==> config.mk <==
export PLATFORM = sky130hd
export DESIGN_NAME = tcbm_drive_responder
export DESIGN_NICKNAME = d
export VERILOG_FILES = /design/src/rtl/tcbm_drive_responder.sv
export SDC_FILE = /design/constraint.sdc
export NUM_CORES = 1
export LEC_CHECK = 0
export ABC_AREA = 1
export BUFFER_PORTS_ARGS = -buffer_cell sky130_fd_sc_hd__buf_2
export CAP_MARGIN = 20
export CORE_MARGIN = 1.5
export CORE_UTILIZATION = 50
export CTS_BUF_LIST = sky130_fd_sc_hd__clkbuf_4
export CTS_CLUSTER_SIZE = 16
export DETAILED_ROUTE_END_ITERATION = 16
export PLACE_DENSITY = 0.72
export SLEW_MARGIN = 0
export SYNTH_ARGS = -nofsm -noshare
export SYNTH_HDL_FRONTEND = slang
export SYNTH_SLANG_ARGS = --single-unit
==> constraint.sdc <==
create_clock -name clk_i -period 2.07 [get_ports clk_i]
set_input_delay 0.3105 -clock clk_i [delete_from_list [all_inputs] [get_ports clk_i]]
set_output_delay 0.3105 -clock clk_i [all_outputs]
set_load 0.01 [all_outputs]
==> src/rtl/tcbm_drive_responder.sv <==
// tcbm_drive_responder
// Drive-side end of the 1551 TCBM byte link. Every byte uses a 4-phase DAV/ACK
// handshake. A code byte comes first. 0x81 and 0x82 are followed by one byte
// that goes to the rx stream. 0x83 is followed by one byte returned from the
// tx stream, with STATUS. A watchdog aborts any transfer that stalls on the host.
module tcbm_drive_responder #(
    parameter int SYNC_STAGES = 2,
    parameter int TIMEOUT     = 65535
) (
    input  logic       clk_i,
    input  logic       rst_ni,
    input  logic       dav_i,
    output logic       ack_o,
    input  logic [7:0] bus_in_i,
    output logic [7:0] bus_out_o,
    output logic       bus_oe_o,
    output logic [1:0] status_o,
    output logic [7:0] rx_data_o,
    output logic       rx_is_cmd_o,
    output logic       rx_valid_o,
    input  logic       rx_ready_i,
    input  logic [1:0] rx_status_i,
    input  logic [7:0] tx_data_i,
    input  logic [1:0] tx_status_i,
    input  logic       tx_valid_i,
    output logic       tx_ready_o,
    output logic       err_o
);

    localparam int         CNT_W     = $clog2(TIMEOUT + 1);
    localparam logic [7:0] CODE_CMD  = 8'h81;
    localparam logic [7:0] CODE_DATA = 8'h82;
    localparam logic [7:0] CODE_READ = 8'h83;
    localparam logic [1:0] ST_OK     = 2'b00;
    localparam logic [1:0] ST_TMO    = 2'b01;
    localparam logic [1:0] ST_BAD    = 2'b10;

    typedef enum logic [3:0] {
        S_IDLE     = 4'd0,
        S_CODE_ACK = 4'd1,
        S_CODE_REL = 4'd2,
        S_WR_WAIT  = 4'd3,
        S_WR_HOLD  = 4'd4,
        S_WR_ACK   = 4'd5,
        S_WR_REL   = 4'd6,
        S_RD_WAIT  = 4'd7,
        S_RD_FETCH = 4'd8,
        S_RD_ACK   = 4'd9,
        S_RD_REL   = 4'd10
    } state_e;

    // A code byte is valid only if it is one of the three link commands.
    function automatic logic valid_code(input logic [7:0] c);
        return (c == CODE_CMD) || (c == CODE_DATA) || (c == CODE_READ);
    endfunction

    logic [SYNC_STAGES-1:0] sync_q;
    logic                   dav_s;
    state_e                 state_q;
    state_e                 nxt_s;
    logic [7:0]             code_q;
    logic [CNT_W-1:0]       cnt_q;
    logic [CNT_W-1:0]       cnt_d;
    logic                   timed_s;
    logic                   abort_s;
    logic                   ack_q;
    logic                   bus_oe_q;
    logic [7:0]             bus_out_q;
    logic [1:0]             status_q;
    logic [7:0]             rx_data_q;
    logic                   rx_is_cmd_q;
    logic                   rx_valid_q;
    logic                   tx_ready_q;
    logic                   err_q;

    assign dav_s = sync_q[SYNC_STAGES-1];

    // Synchroniser chain for the asynchronous DAV pin. It idles high (released).
    always_ff @(posedge clk_i or negedge rst_ni) begin
        if (!rst_ni) begin
            sync_q <= {SYNC_STAGES{1'b1}};
        end else begin
            sync_q <= {sync_q[SYNC_STAGES-2:0], dav_i};
        end
    end

    // Natural next state from the handshake and the stream handshakes, ignoring the watchdog.
    always_comb begin
        nxt_s = state_q;
        case (state_q)
            S_IDLE:     if (!dav_s) nxt_s = S_CODE_ACK; else nxt_s = state_q;
            S_CODE_ACK: if (dav_s)  nxt_s = S_CODE_REL; else nxt_s = state_q;
            S_CODE_REL: begin
                if ((code_q == CODE_CMD) || (code_q == CODE_DATA)) begin
                    nxt_s = S_WR_WAIT;
                end else if (code_q == CODE_READ) begin
                    nxt_s = S_RD_WAIT;
                end else begin
                    nxt_s = S_IDLE;
                end
            end
            S_WR_WAIT:  if (!dav_s)     nxt_s = S_WR_HOLD;  else nxt_s = state_q;
            S_WR_HOLD:  if (rx_ready_i) nxt_s = S_WR_ACK;   else nxt_s = state_q;
            S_WR_ACK:   if (dav_s)      nxt_s = S_WR_REL;   else nxt_s = state_q;
            S_WR_REL:   nxt_s = S_IDLE;
            S_RD_WAIT:  if (!dav_s)     nxt_s = S_RD_FETCH; else nxt_s = state_q;
            S_RD_FETCH: if (tx_valid_i) nxt_s = S_RD_ACK;   else nxt_s = state_q;
            S_RD_ACK:   if (dav_s)      nxt_s = S_RD_REL;   else nxt_s = state_q;
            S_RD_REL:   nxt_s = S_IDLE;
            default:    nxt_s = S_IDLE;
        endcase
    end

    // Watchdog runs only while waiting on the host. Local stream stalls never time out.
    always_comb begin
        timed_s = (state_q != S_IDLE) && (state_q != S_WR_HOLD) && (state_q != S_RD_FETCH);
        abort_s = timed_s && (nxt_s == state_q) && (cnt_q == CNT_W'(TIMEOUT - 1));
        if (abort_s || (nxt_s != state_q)) begin
            cnt_d = {CNT_W{1'b0}};
        end else if (timed_s) begin
            cnt_d = cnt_q + CNT_W'(1);
        end else begin
            cnt_d = cnt_q;
        end
    end

    // Watchdog counter register.
    always_ff @(posedge clk_i or negedge rst_ni) begin
        if (!rst_ni) begin
            cnt_q <= {CNT_W{1'b0}};
        end else begin
            cnt_q <= cnt_d;
        end
    end

    // Handshake FSM with all of its registered outputs.
    // ACK falls on entry to the code phase. Every other ACK edge is taken one clock
    // after the state that asks for it, so a released DAV shows up as ACK high
    // SYNC_STAGES+2 clocks later.
    always_ff @(posedge clk_i or negedge rst_ni) begin
        if (!rst_ni) begin
            state_q     <= S_IDLE;
            code_q      <= 8'h00;
            ack_q       <= 1'b1;
            bus_oe_q    <= 1'b0;
            bus_out_q   <= 8'h00;
            status_q    <= ST_OK;
            rx_data_q   <= 8'h00;
            rx_is_cmd_q <= 1'b0;
            rx_valid_q  <= 1'b0;
            tx_ready_q  <= 1'b0;
            err_q       <= 1'b0;
        end else begin
            tx_ready_q <= 1'b0;
            err_q      <= 1'b0;
            if (abort_s) begin
                state_q    <= S_IDLE;
                ack_q      <= 1'b1;
                bus_oe_q   <= 1'b0;
                rx_valid_q <= 1'b0;
                status_q   <= ST_TMO;
                err_q      <= 1'b1;
            end else begin
                state_q <= nxt_s;
                case (state_q)
                    S_IDLE: begin
                        if (!dav_s) begin
                            code_q <= bus_in_i;
                            ack_q  <= 1'b0;
                            if (valid_code(bus_in_i)) begin
                                status_q <= ST_OK;
                            end else begin
                                status_q <= ST_BAD;
                                err_q    <= 1'b1;
                            end
                        end
                    end
                    S_CODE_ACK: ack_q <= 1'b0;
                    S_CODE_REL: ack_q <= 1'b1;
                    S_WR_WAIT: begin
                        if (!dav_s) begin
                            rx_data_q   <= bus_in_i;
                            rx_is_cmd_q <= (code_q == CODE_CMD);
                            rx_valid_q  <= 1'b1;
                        end
                    end
                    S_WR_HOLD: begin
                        if (rx_ready_i) begin
                            rx_valid_q <= 1'b0;
                            status_q   <= rx_status_i;
                        end
                    end
                    S_WR_ACK:  ack_q <= 1'b0;
                    S_WR_REL:  ack_q <= 1'b1;
                    S_RD_WAIT: ack_q <= 1'b1;
                    S_RD_FETCH: begin
                        if (tx_valid_i) begin
                            bus_out_q  <= tx_data_i;
                            status_q   <= tx_status_i;
                            bus_oe_q   <= 1'b1;
                            tx_ready_q <= 1'b1;
                        end
                    end
                    S_RD_ACK: begin
                        ack_q <= 1'b0;
                        if (dav_s) begin
                            bus_oe_q <= 1'b0;
                        end
                    end
                    S_RD_REL: ack_q <= 1'b1;
                    default: begin
                        ack_q      <= 1'b1;
                        bus_oe_q   <= 1'b0;
                        rx_valid_q <= 1'b0;
                    end
                endcase
            end
        end
    end

    assign ack_o       = ack_q;
    assign bus_oe_o    = bus_oe_q;
    assign bus_out_o   = bus_out_q;
    assign status_o    = status_q;
    assign rx_data_o   = rx_data_q;
    assign rx_is_cmd_o = rx_is_cmd_q;
    assign rx_valid_o  = rx_valid_q;
    assign tx_ready_o  = tx_ready_q;
    assign err_o       = err_q;

endmodule

### Yosys cells after proc, flatten, opt, wreduce, memory -nomap -nowiden

Index checks and enable logic that the tools add are counted.
Widths: inputs -> output; s select.

| operators by class | value |
|---|---|
| bitwise gates (word level) | 2 |
| $add $sub $neg | 1 |
| reductions and logical operators | 23 |
| equality and inequality tests | 29 |
| muxes and demuxes | 38 |

Operators with widths:

| kind | count |
|---|---|
| $eq 8x8->1 const B | 6 |
| $mux 4 | 9 |
| $pmux 4 s9 | 1 |
| $mux 16 | 2 |
| $reduce_or 9->1 | 2 |
| $add 16x1->16 const B | 1 |
| $eq 16x16->1 const B | 1 |
| $eq 4x3->1 const B | 4 |
| $mux 1 | 15 |
| $ne 3x3->1 const B | 5 |
| $reduce_and 3->1 | 5 |
| $eq 4x4->1 const B | 3 |
| $mux 2 | 5 |
| $pmux 1 s3 | 3 |
| $eq 4x2->1 const B | 2 |
| $reduce_bool 4->1 | 2 |
| $mux 3 | 2 |
| $ne 2x1->1 const B | 3 |
| $pmux 2 s3 | 1 |
| $reduce_or 3->1 | 2 |
| $eq 4x1->1 const B | 1 |
| $eq 4x4->1 | 1 |
| $logic_and 1x1->1 | 4 |
| $logic_not 4->1 | 1 |
| 8 further kinds | 12 |

| word-level totals | value |
|---|---|
| bits in registers | 54 |
| bits of input ports | 25 |

### Longest topological paths before layout

Gate-level depths: netlist (run 1).

| depth | value |
|---|---|
| depth after elaboration | 9 |
| mapped depth | 14 |
| gate-level depth less buffers | 12 |

### Worst setup path before layout (run 1)

Ideal clock, no wire load.

| timing | value |
|---|---|
| path kind | register -> register |
| start point | register state_q[0] |
| end point | register cnt_q[10] |
| arrival time | 1.547 ns |
| stages on the path, launching flop included | 14 |
| setup slack | 0.458 ns |
| setup time | 0.066 ns |
| cells stage by stage | dfrtp_1 > buf_2 > nor2_4 > nand2_1 > nand2_1 > a21oi_2 > nand2_2 > nand2_1 > nand2_1 > inv_2 > nor2_4 > buf_6 > nand3_1 > nand2_1 |

| on the way | value |
|---|---|
| cells in the longest elaborated chain, start to end | 7 |
| elaborated cells between the ends (all ways) | 30 |
| those cells by class | eq/ne: 12; mux: 10; reduce/logical: 8 |

Ends and longest elaborated chain:

| element | RTL line | RTL |
|---|---|---|
| start, declared | 59 | `state_e state_q;` |
| start signal, assigned | 164 | `state_q <= nxt_s;` |
| $eq 4x4->1 (tied with other cells) | 90 | `case (state_q)` |
| $pmux 4 s9 / $logic_and 1x1->1 (equally long branches) | 90, 116 |  |
| $eq 4x4->1 / $logic_and 1x1->1 (equally long branches) | 117, 116 |  |
| $logic_and 1x1->1 (2 in series) | 117 | `abort_s = timed_s && (nxt_s == state_q) && (cnt_q == CNT_W'(TIMEOUT - 1));` |
| $logic_or 1x1->1 | 118 | `if (abort_s \|\| (nxt_s != state_q)) begin` |
| $mux 16 / $reduce_bool 2->1 (equally long branches) | -- |  |
| end signal, assigned | 130 | `cnt_q <= {CNT_W{1'b0}};` |
| end signal, assigned | 132 | `cnt_q <= cnt_d;` |
| end, declared | 62 | `logic [CNT_W-1:0] cnt_q;` |

Several ways; a longest one is shown, not always the timed one.
A chain may end at the register's enable or synchronous reset.

### Worst setup path after layout (run 1)

| timing | value |
|---|---|
| start point | register state_q[1] |
| end point | register cnt_q[13] |

Same word-level chain as after synthesis.

==> results.tsv, run 1 <==
stage	metric	value	unit
clock_network	cts_max_path_buffers	2	
placement	place.port_buffers	48	
logic_synthesis	syn_area	0.003008	mm²
floorplan	core.rowCount	28	
timing	period_share	0.9008	
timing	rsz0062_at_grt	false	
timing	finalMaxSlewViolations	0	
floorplan	core_area	0.005851	mm²
logic_synthesis	synth-seq-cells	54	
drt	routed_via_density	5.098	
global_routing	track_usage	0.2229	
floorplan	ios	49	
critical_path	critPathRequiredTime	2.40	ns
floorplan	initial_core_util	0.5141	
pwr	p_leak	1.976	nW
critical_path	crit_chain	inv_1, nor2_1, nand2_1, nor2_1, nand2_1, nand2_1, nand2_1, nand2_1, nand3_2, nor2_4, buf_12, nand3_1, nand2_1	
timing	fin_ws	0.2054	ns
timing	max_slew_margin	0.6625	
clock_network	clock-root-buffer	clkbuf_4	
min_path	hp-class	in -> reg	
drt	num_vias	2707	
flow_run	cap_violations	0	
placement	dp_hpwl	4.724	mm
critical_path	cp-end-kind	flip-flop	
clock_network	h-tree-depth	2	
timing	fmax	536.3	MHz
final_layout	drive_gt1_frac	0.1886	
placement	gp_routability_congestion	0.9321	
critical_path	worstPathArrival	2.19	ns
logic_synthesis	synthArstFlopShare	1.000	
drt	drtIter0Drc	89	
drt	drtPass1Iterations	4	
final_layout	antenna_cells	0	
logic_synthesis	yosysUniqueCellTypes	31	
floorplan	die_w	80.56	µm
clock_network	cts_sinks	54	
timing	tns	0	ns
timing	hold_violations	0	
drt	wire_per_inst	12.08	µm
timing	setup_viol	0	
global_routing	antenna_found_initial	0	
outcome	status	completed	
timing	hold_ws	0.09788	ns
critical_path	crit_top_cell	nand2_1	
clock_network	postCtsSetupBuffers	0	
global_routing	overflow	0	
critical_path	cp-start-kind	flip-flop	
clock_network	clk_pin_slew	0.18	ns
floorplan	die_y	80.56	µm
timing	fin_crit	1.865	ns
logic_synthesis	ys_warn_count	0	
logic_synthesis	syn_nets	431	
pwr	power_per_cell_area	1120	mW/mm²
drt	antenna_left	0	
final_layout	final_nets	482	
logic_synthesis	synthFlopType	dfrtp_1	
min_path	holdPathStages	3	
final_layout	ff_latch_area	0.001358	mm²
global_routing	grt_max_degree	55	
global_routing	first_global_vias	2635	
pwr	vdd_drop_max	0.6163	mV
final_layout	n_fill_cell	535	
logic_synthesis	seq_area_frac_synth	0.4505	
critical_path	crit_type	reg -> reg	
timing	worst-slew-pin-transition	0.5057	ns
global_routing	grt_first_pass_wirelength	11.30	mm
timing	fin_skew	0.01922	ns
drt	drc	0	
clock_network	cts_tree	done	
logic_synthesis	synth-edff-count	0	
critical_path	critical_path.max_stage_delay	0.50	ns
critical_path	r2r.worst_path.cells	13	
critical_path	cp_slowest_cell	dfrtp_2	
floorplan	dieArea	0.006490	mm²
placement	pre_cts_ws	0.2024	ns
final_layout	multi_input_area	0.001354	mm²
logic_synthesis	synth_area_per_cell	7.445	µm²
clock_network	clk_latency	0.39	ns
final_layout	area_growth	13.98	%
clock_network	numCtsBuffers	5	
critical_path	critPathMaxFanout	32	
drt	detail_route.wirelength	6.413	mm
logic_synthesis	synthCells	404	
report_power, final:
| part | internal, mW | switching (mW) | leakage, nW | total, mW |
|---|---|---|---|---|
| Sequential | 1.38 | 0.212 | 0.691 | 1.59 |
| Combinational | 0.627 | 1.11 | 1.25 | 1.74 |
| Clock | 0.147 | 0.367 | 0.0366 | 0.513 |
worst max-delay path: cells and delay by family (launching register included):
family | cells | cell delay, ns
buffers and inverters | 2 | 0.31
AND/OR/NAND/NOR | 11 | 0.99
flip-flops | 1 | 0.50
cell usage in the layout, fill, tap and decap left out, drive strengths merged:
cell type and n:
nand2 138, clkinv 1, nor2 30, ha 2
xor2 12, nand3 43, o41ai 1, clkbuf 5
dfrtp 51, nor3 6, o21ai 18, dfstp 3
buf 56, a22o 1, inv 59, nand3b 1
nor4 1, nand4 21, a21oi 2, dlygate4sd3 2
o22ai 1, xnor2 2
stage by stage:
stage / power (mW) / cells / instance area [µm²] / util
final: 3.840 / 531 / 3428 / 0.5860
after global routing: 4.178 / 531 / 3428 / 0.5860
after CTS: 3.862 / 531 / 3421 / 0.5847
after detailed placement: 3.335 / 521 / 3337 / 0.5704
after global placement: 3.296 / 521 / 3337 / 0.5704
after floorplan: 2.840 / 404 / 3008 / -
what timing repair did:
item,CTS,global route
hold endpoints to repair,52,0
resized for setup,0,3
hold buffers,2,0
endpoints found under the setup margin,0,17
path summary, 6_finish.rpt:
check | startpoint | endpoint | slack (ns)
setup / recovery | state_q[1]$_DFF_PN0_ | cnt_q[13]$_DFFE_PN0P_ | 0.21
hold / removal | tx_data_i[2] | bus_out_o[2]$_DFFE_PN0P_ | 0.1
setup reg to reg | state_q[1]$_DFF_PN0_ | cnt_q[13]$_DFFE_PN0P_ | 0.21
hold reg to reg | sync_q[0]$_DFF_PN1_ | sync_q[1]$_DFF_PN1_ | 0.38
max in group asynchronous | rst_ni | ack_o$_DFFE_PN1P_ | 1.35
min in group asynchronous | rst_ni | cnt_q[6]$_DFFE_PN0P_ | 0.42
cell type report:
class / count / share of cell area
Sequential cell: 54 / 0.3960
Multi-Input combinational cell: 279 / 0.3949
Timing Repair Buffer: 58 / 0.1007
Inverter: 57 / 0.06241
Tap cell: 75 / 0.02737
Clock buffer: 5 / 0.01095
Clock inverter: 3 / 0.007664
sequential cells by signal, indices dropped and copies added, names as in the netlist:
register / flops
ack_o: 1
bus_oe_o: 1
bus_out_o: 8
cnt_q: 16
code_q: 8
err_o: 1
rx_data_o: 8
rx_is_cmd_o: 1
rx_valid_o: 1
state_q: 4
status_o: 2
sync_q: 2
tx_ready_o: 1
kinds of logic (layout without fill, tap and decap cells):
logic type                 Yosys count  in the layout  synth area share
buffers and inverters               71            123            0.1011
and+or+nand+nor                    240            240            0.3569
xor gates and xnor gates            14             14           0.04077
adders and majority gates            2              2          0.008318
DFF                                 54             54            0.4505
AOI/OAI and AO/OA                   23             23           0.04243
per-layer routing:
metal,vias up,wire length (µm),GRT usage
met5,-,0,0
li1,1380,-,-
met2,81,3122,0.3849
met3,15,313,0.05000
met4,0,178,0.08448
met1,1231,2798,0.2688
synthesized netlist by cell type, types with 2 or more instances:
cell / instances / area (µm²)
nor3_1: 6 / 30.03
nand2_1: 135 / 506.7
nand2_2: 3 / 18.77
xnor2_1: 2 / 17.52
nor2_1: 24 / 90.09
buf_4: 2 / 15.01
nand4_1: 21 / 131.4
buf_6: 3 / 33.78
inv_1: 53 / 198.9
nor2_4: 2 / 22.52
dfstp_2: 3 / 78.83
xor2_1: 12 / 105.1
nor2_2: 4 / 25.02
nand3_2: 4 / 40.04
inv_2: 3 / 11.26
clkbuf_1: 2 / 7.510
dfrtp_1: 51 / 1276
o21ai_0: 17 / 85.08
nand3_1: 39 / 195.2
ha_1: 2 / 25.02
buf_2: 6 / 30.03
Power figures use the tool's default switching activity.
==> run 2: changes to the inputs <==
- CTS_BUF_LIST: sky130_fd_sc_hd__clkbuf_4 -> sky130_fd_sc_hd__clkbuf_4 sky130_fd_sc_hd__clkbuf_8
==> results.tsv, run 2 (same netlist as run 1, synthesis figures left out) <==
stage	metric	value	unit	change
final_layout	ff_latch_area	0.001358	mm²	unchanged
timing	fin_crit	1.835	ns	-0.02993 ns
min_path	hp-class	in -> reg		
critical_path	cp-startpoint	state_q[0]$_DFF_PN0_		
drt	drtIter0Drc	76		-15%
floorplan	core_area	0.005851	mm²	unchanged
pwr	p_leak	1.983	nW	+0.34%
timing	tns	0	ns	unchanged
placement	placed_cell_area	0.003337	mm²	unchanged
floorplan	dieArea	0.006490	mm²	unchanged
final_layout	drive_gt1_frac	0.1890		+0.0004145
placement	gp_routability_congestion	0.9321		unchanged
timing	period_share	0.8863		-0.01446
global_routing	antenna_found_initial	0		unchanged
critical_path	worstReg2RegStart	state_q[0]$_DFF_PN0_		
critical_path	critical_path.max_stage_delay	0.50	ns	about the same
critical_path	ff2ff_setup_slack	0.24	ns	+0.03 ns
timing	finalMaxSlewViolations	0		unchanged
clock_network	cts_sinks	54		unchanged
clock_network	numCtsBuffers	5		unchanged
critical_path	regToRegEndpoint	cnt_q[12]$_DFFE_PN0P_		
timing	fin_skew	0.01169	ns	-0.007534 ns
final_layout	antenna_cells	0		unchanged
clock_network	h-tree-depth	2		unchanged
critical_path	crit_top_cell	nand2_2		
timing	hold_violations	0		unchanged
global_routing	track_usage	0.2217		-0.001203
final_layout	area_growth	14.52	%	
global_routing	grt_max_degree	55		unchanged
final_layout	multi_input_area	0.001349	mm²	-0.37%
clock_network	cts_max_path_buffers	2		unchanged
timing	max_slew_margin	0.6592		-0.003331
floorplan	core.rowCount	28		unchanged
final_layout	design_area	0.003445	mm²	+0.47%
critical_path	worstPathArrival	2.04	ns	-0.15 ns
pwr	vdd_drop_max	0.6473	mV	+5.0%
global_routing	first_global_vias	2651		+0.61%
final_layout	largest_register_ffs	16		unchanged
drt	antenna_left	0		unchanged
drt	drtPass1Iterations	4		unchanged
timing	fmax	545.1	MHz	+1.6%
critical_path	crit_type	reg -> reg		
critical_path	crit_path_end	cnt_q[12]$_DFFE_PN0P_		
critical_path	cp-start-kind	flip-flop		
final_layout	final_cell_mix	nand2_1, inv_1, dfrtp_1		
critical_path	critPathMaxFanout	16		-50%
drt	detail_route.wirelength	6.390	mm	-0.36%
drt	wire_per_inst	12.06	µm	-0.17%
critical_path	crit_chain	nor2_4, nand2_2, nor2_2, a21oi_2, nand2_2, nand3_2, buf_4, nand4_1, nand2_1		
clock_network	postCtsSetupBuffers	0		unchanged
final_layout	final_nets	481		-0.21%
drt	routed_via_density	5.081		-0.33%
flow_run	cap_violations	0		unchanged
final_layout	top_register	cnt_q		
critical_path	cp-end-kind	flip-flop		
drt	num_vias	2693		-0.52%
floorplan	die_y	80.56	µm	unchanged
global_routing	overflow	0		unchanged
placement	dp_hpwl	4.724	mm	unchanged
critical_path	r2r.worst_path.cells	9		-4
timing	setup_viol	0		unchanged
final_layout	final_common_cell	nand2_1		
placement	place.port_buffers	48		unchanged
timing	worst-slew-pin-transition	0.5107	ns	+0.004991 ns
floorplan	ios	49		unchanged
outcome	status	completed		
timing	rsz0062_at_grt	false		
floorplan	initial_core_util	0.5141		unchanged
clock_network	clk_pin_slew	0.11	ns	-0.07 ns
final_layout	n_fill_cell	537		+0.37%
pwr	power_per_cell_area	1147	mW/mm²	+2.4%
global_routing	grt_first_pass_wirelength	11.30	mm	unchanged
clock_network	clock-root-buffer	clkbuf_8		
floorplan	die_w	80.56	µm	unchanged
drt	drc	0		unchanged
critical_path	critPathRequiredTime	2.28	ns	-0.12 ns
critical_path	cp_slowest_cell	dfrtp_1		
clock_network	clk_latency	0.32	ns	-0.07 ns
clock_network	cts_tree	done		
## run 2: changes by cell type in the layout (fill, tap and decap cells not counted)
cell           before  now
nor2_4              3    2
dlygate4sd3_1       2    1
clkbuf_4            5    0
nor2_2              3    4
clkbuf_8            0    5
## run 2: worst min-delay path by stage
stage | start | end | slack, ns | cells past startpoint
2_1_floorplan | rst_ni | bus_oe_o$_DFFE_PN0P_ | 0.01 | 0
3_3_place_gp | rst_ni | cnt_q[8]$_DFFE_PN0P_ | 0.33 | 2
3_5_place_dp | rst_ni | cnt_q[8]$_DFFE_PN0P_ | 0.33 | 2
4_1_cts | dav_i | sync_q[0]$_DFF_PN1_ | 0.07 | 1
5_1_grt | dav_i | sync_q[0]$_DFF_PN1_ | 0.07 | 1
6_report | dav_i | sync_q[0]$_DFF_PN1_ | 0.08 | 1
## run 2: area by class of cell
| type | instances | share of cell area |
|---|---|---|
| clock buffers | 5 | 0.01998 |
| clock inverters | 3 | 0.007628 |
| inverters | 57 | 0.06211 |
| multi-input cells | 279 | 0.3916 |
| flip-flops and latches | 54 | 0.3941 |
| well taps | 75 | 0.02724 |
| repair buffers | 57 | 0.09735 |
## run 2: worst max-delay path, delay by kind of cell, from the launching register on
family | cells | cell delay, ns
and+or+nand+nor | 7 | 0.90
DFF | 1 | 0.50
buffers and inverters | 1 | 0.27
AOI/OAI and AO/OA | 1 | 0.06
## run 2: repair_timing
item	CTS	global route
hold endpoints to repair	51	0
resized for setup	0	2
hold buffers	1	0
endpoints found under the setup margin	0	17
## run 2: metal layers
metal	GRT usage	vias to the layer above	wire [µm]
li1	-	1377	-
met1	0.2688	1232	2821
met2	0.3824	70	3108
met3	0.04318	14	299
met4	0.09138	0	161
met5	0	-	0
## run 2: stage by stage
stage | std cells | hold slack (ns) | power [mW] | setup WS [ns] | util
after global placement | 521 | 0.3308 | 3.296 | 0.2156 | 0.5704
after global routing | 530 | 0.06519 | 4.289 | 0.01027 | 0.5888
after floorplan | 404 | 0.01491 | 2.840 | 0.4576 | -
after CTS | 530 | 0.06676 | 3.976 | 0.1595 | 0.5883
after detailed placement | 521 | 0.3320 | 3.335 | 0.2024 | 0.5704
final | 530 | 0.07817 | 3.952 | 0.2354 | 0.5888
## run 2: report_power, final
part	leakage, nW	total [mW]	internal [mW]	switching, mW
clock network	0.0495	0.632	0.252	0.380
registers	0.691	1.59	1.38	0.208
logic	1.24	1.73	0.624	1.11
